**src/rtl/id_ex_operand_stage.sv**
```systemverilog
// ID/EX operand stage: 32-entry register file with EX/WB forwarding, feeding
// the ID/EX pipeline register that drives the ALU operands X, Y and Aluc.
module id_ex_operand_stage #(
    parameter int DW = 32,
    parameter int AW = 5,
    parameter int CW = 2
) (
    input  logic          Clk,
    input  logic          Clrn,
    input  logic [AW-1:0] Rs1,
    input  logic [AW-1:0] Rs2,
    input  logic [DW-1:0] Imm,
    input  logic          ImmSel,
    input  logic [CW-1:0] AlucIn,
    input  logic [AW-1:0] RdIn,
    input  logic          WeIn,
    input  logic          Stall,
    input  logic          Flush,
    input  logic [DW-1:0] ExR,
    input  logic          WbWe,
    input  logic [AW-1:0] WbRd,
    input  logic [DW-1:0] WbD,
    output logic [DW-1:0] X,
    output logic [DW-1:0] Y,
    output logic [CW-1:0] Aluc,
    output logic [AW-1:0] RdEx,
    output logic          WeEx,
    output logic          Valid
);
    localparam int NREG = 2**AW;

    logic [DW-1:0] r_regs [NREG];
    logic [DW-1:0] r_x;
    logic [DW-1:0] r_y;
    logic [CW-1:0] r_aluc;
    logic [AW-1:0] r_rd;
    logic          r_we;
    logic          r_valid;

    logic          w_ex_fwd_ok;
    logic [DW-1:0] w_rd1;
    logic [DW-1:0] w_rd2;
    logic [DW-1:0] w_op_y;

    // Only a real instruction in EX that writes Rd may forward; bubbles never do.
    assign w_ex_fwd_ok = r_we && r_valid;

    always_comb begin
        w_rd1 = r_regs[Rs1];
        if (Rs1 == '0)
            w_rd1 = '0;
        else if (w_ex_fwd_ok && (r_rd == Rs1))
            w_rd1 = ExR;
        else if (WbWe && (WbRd == Rs1))
            w_rd1 = WbD;
    end

    always_comb begin
        w_rd2 = r_regs[Rs2];
        if (Rs2 == '0)
            w_rd2 = '0;
        else if (w_ex_fwd_ok && (r_rd == Rs2))
            w_rd2 = ExR;
        else if (WbWe && (WbRd == Rs2))
            w_rd2 = WbD;
    end

    assign w_op_y = ImmSel ? Imm : w_rd2;

    // Write-back is independent of Stall/Flush; entry 0 is never written.
    always_ff @(posedge Clk or negedge Clrn) begin
        if (!Clrn) begin
            for (int i = 0; i < NREG; i++)
                r_regs[i] <= '0;
        end else if (WbWe && (WbRd != '0)) begin
            r_regs[WbRd] <= WbD;
        end
    end

    // Valid qualifies X/Y/Aluc/RdEx/WeEx each cycle; there is no ready path,
    // back-pressure arrives only as Stall, and Flush (which beats Stall) inserts a bubble.
    always_ff @(posedge Clk or negedge Clrn) begin
        if (!Clrn) begin
            r_x     <= '0;
            r_y     <= '0;
            r_aluc  <= '0;
            r_rd    <= '0;
            r_we    <= 1'b0;
            r_valid <= 1'b0;
        end else if (Flush) begin
            r_x     <= '0;
            r_y     <= '0;
            r_aluc  <= '0;
            r_rd    <= '0;
            r_we    <= 1'b0;
            r_valid <= 1'b0;
        end else if (!Stall) begin
            r_x     <= w_rd1;
            r_y     <= w_op_y;
            r_aluc  <= AlucIn;
            r_rd    <= RdIn;
            r_we    <= WeIn;
            r_valid <= 1'b1;
        end
    end

    assign X     = r_x;
    assign Y     = r_y;
    assign Aluc  = r_aluc;
    assign RdEx  = r_rd;
    assign WeEx  = r_we;
    assign Valid = r_valid;

endmodule

```
**config.mk**
```make
export PLATFORM = sky130hd
export DESIGN_NAME = id_ex_operand_stage
export DESIGN_NICKNAME = d
export VERILOG_FILES = /design/src/rtl/id_ex_operand_stage.sv
export SDC_FILE = /design/constraint.sdc
export NUM_CORES = 2
export LEC_CHECK = 0
export ABC_AREA = 1
export BUFFER_PORTS_ARGS = -buffer_cell sky130_fd_sc_hd__buf_4
export CAP_MARGIN = 20
export CORE_MARGIN = 3
export CORE_UTILIZATION = 30
export DETAILED_ROUTE_END_ITERATION = 10
export HOLD_SLACK_MARGIN = 0.1
export MAX_ROUTING_LAYER = met4
export PLACE_DENSITY = 0.55
export RECOVER_POWER = 25
export REMOVE_ABC_BUFFERS = 1
export SYNTH_ARGS = -nofsm -noshare
export SYNTH_HDL_FRONTEND = slang
export SYNTH_SLANG_ARGS = --single-unit
```
**constraint.sdc**
```tcl
create_clock -name Clk -period 2.97 [get_ports Clk]
set_input_delay 0.297 -clock Clk [delete_from_list [all_inputs] [get_ports Clk]]
set_output_delay 0.297 -clock Clk [all_outputs]
set_load 0.01 [all_outputs]
```
==> qor.yml <==
synth_top_family_by_area: "simple AND/OR/NAND/NOR gates"
drc: 0
synthSimpleGateAreaFrac_pct: 28.4
muxShareOfSynthArea_pct: 0
port_buffers: 197
placement_rows: 166
violations: "max-capacitance violations, max-slew violations"
io_pins: 198
grt_pass1_wl_um: 391000
pre_cts_ws_ps: 509
power_frac_comb_pct: 20.7
drt-vias-per-instance: 5.43
fin_ws_ps: 87.0
setup_viol: 0
core-area_mm2: 0.205
syn_area_per_cell_um2: 6.98
area_growth_pct: 16.7
min_path_type: "in -> reg"
multi_input_area_mm2: 0.0285
cp-start-kind: "flop"
grt_max_degree: 128
power.total_uw: 44500
gr-total-overflow: 0
pwr-share-clk_pct: 36.1
syn_inst: 8888
outcome: "complete, but fails checks"
critPathCaptureType: "flop"
synth_compound_area_share_pct: 17.4
timing.final.max_slew_violations: 462
first_pass_iters: 9
path_class: "reg -> reg"
fin_area_mm2: 0.0724
crit_path_max_fanout: 18
postPlaceCellArea_mm2: 0.0670
finalCritPeriodShare_pct: 97.1
ys_types: 25
layout_common_cells: "nand2_1 (2466), o21ai_0 (1454), nand3_1 (1104), dfrtp_1 (1096), inv_1 (767)"
tightestPinTransition_ps: 2340
antenna_left: 0
final_net_count: 8952
final_layout_size_suffix_gt1_share_pct: 9.96
cts_max_level: 3
place.gp.congestion: 0.882
startpoint: "WeEx"
synthXorXnorAreaFrac_pct: 0.0848
vias: 63000
peakVddDrop_mv: 0.514
share_seq_of_total_power_pct: 43.3
final_common_cell: "nand2_1"
cp.arrival_ps: 3590
initialDrtViolationCount: 8524
reg2reg_depth: 13
grt_pass1_vias: 59500
clockBufferDepth: 3
insertion_delay_ps: 780
ys_ff_latch: 1097
wire_per_inst_um: 22.8
regToRegEndpoint: "Y[15]"
rrSetupSlack_ps: 90
cts_root_buffer: "clkbuf_16"
start_util_pct: 30.2
min_period_ps: 2880
max_cap_violations: 11
required_ps: 3680
max_freq_mhz: 347
rsz0062_at_grt: "no"
cts_tree: "built"
antenna_found_initial: 11
synth-adder-area-share_pct: 0
wl_um: 265000
slew_headroom_pct: -56.2
yosysSeqAreaShare_pct: 44.3
die_x_um: 461
pwr_density_cell_mw_per_mm2: 615
cp-endpoint: "Y[15]"
p_leak_uw: 0.0343
die_area_mm2: 0.212
hold_viol_final: 0
regArea_mm2: 0.0275
worstReg2RegStart: "WeEx"
synth_area_mm2: 0.0620
clock_sinks: 1097
clk_pin_slew_ps: 60
grt_use_total_pct: 25.0
swShare_pct: 31.8
die_height_um: 461
nFillCells: 21500
yosys_warnings: 0
cellInternalPower_uw: 30300
power.switching_uw: 14200
fin_skew_ps: 27.3
dp_hpwl_um: 154000
whs_ps: 134
cts_made_buffers: 121
[layout make-up]
| type | instances | area share (%) |
|---|---|---|
| diodes | 5 | 0.0173 |
| clock buffers | 185 | 5.03 |
| repair buffers | 608 | 8.13 |
| flip-flops and latches | 1097 | 37.9 |
| inverters | 781 | 4.10 |
| multi-input cells | 6218 | 39.4 |
| clock inverters | 37 | 0.710 |
| well taps | 2688 | 4.65 |
[synth_stat cells, drive strengths merged]
master | instances | area share, %
nand2 | 2494 | 15
o21ai | 1515 | 12
nand3 | 1106 | 8.9
dfrtp | 1097 | 44
inv | 781 | 4.7
clkbuf | 550 | 3.3
a21oi | 419 | 3.4
nor2 | 257 | 1.6
buf | 242 | 1.8
or2 | 192 | 1.9
o211ai | 83 | 1.0
o22ai | 70 | 0.71
nand4 | 51 | 0.51
nor3 | 14 | 0.14
xor2 | 6 | 0.085
a22o | 5 | 0.071
nor4 | 4 | 0.14
a221oi | 1 | 0.014
a31o | 1 | 0.014
[flip-flops by register name, summed over array words and instances, names as in the netlist]
register / flops
RdEx: 5
WeEx: 1
Aluc: 2
Y: 32
Valid: 1
r_regs: 1024
X: 32
[per-stage QoR]
step	setup TNS, ps	util, %	std cells
after global routing	0	35.3	11600
after detailed placement	0	32.7	11300
final	0	35.3	11600
after global placement	0	32.7	11300
after CTS	0	35.4	11600
after floorplan	-200460	-	8096
[power by group through the flow]
stage               registers (uW)  clock network [uW]  logic [uW]
finish                       19300               16000        9190
global route                 19600               16900       10500
CTS                          19200               16300        9160
detailed placement           19400                   0        8950
global placement             19300                   0        8740
floorplan                    19000                   0        5630
[logic make-up after synthesis]
| group | after synthesis |
|---|---|
| AOI/OAI and AO/OA | 2094 |
| xor gates and xnor gates | 6 |
| buffers and inverters | 1573 |
| DFF | 1097 |
| and+or+nand+nor | 4118 |
[critical path, stage by stage (launching register included)]
cell	delay [ps]
dfrtp_1	390
nand2_1	170
a21oi_1	190
nand4_1	170
nor4_4	400
buf_4	250
buf_12	250
nor2_1	80
nand2_1	90
nand2_1	60
nand2_1	50
dlygate4sd3_1	550
nand2_1	50
nand2_1	70
[layer usage]
layer / GRT usage [%] / part of all wire (%) / vias up
met5: - / 0 / -
met4: 9.97 / 4.6 / 0
met3: 4.32 / 9.3 / 636
met2: 38.1 / 44 / 3326
met1: 33.1 / 42 / 30300
li1: - / - / 28700
[how the worst min path moves through the flow]
| stage | end | slack [ps] | start | depth (start not counted) |
|---|---|---|---|---|
| 4_1_cts | Y[26] | 110 | ImmSel | 5 |
| 6_report | Y[26] | 130 | ImmSel | 5 |
| 3_5_place_dp | X[4] | 260 | Clrn | 1 |
| 2_1_floorplan | Aluc[0] | 1 | Clrn | 0 |
| 3_3_place_gp | X[4] | 270 | Clrn | 1 |
| 5_1_grt | Y[29] | 150 | ImmSel | 5 |
[what timing repair did]
item	in CTS	in global routing
gates resized for setup	0	6
buffers inserted	0	1
hold buffers	137	0
setup endpoints to repair	0	6
endpoints found under the hold margin	1242	0
No activity file was read; power rests on OpenSTA's default activity.
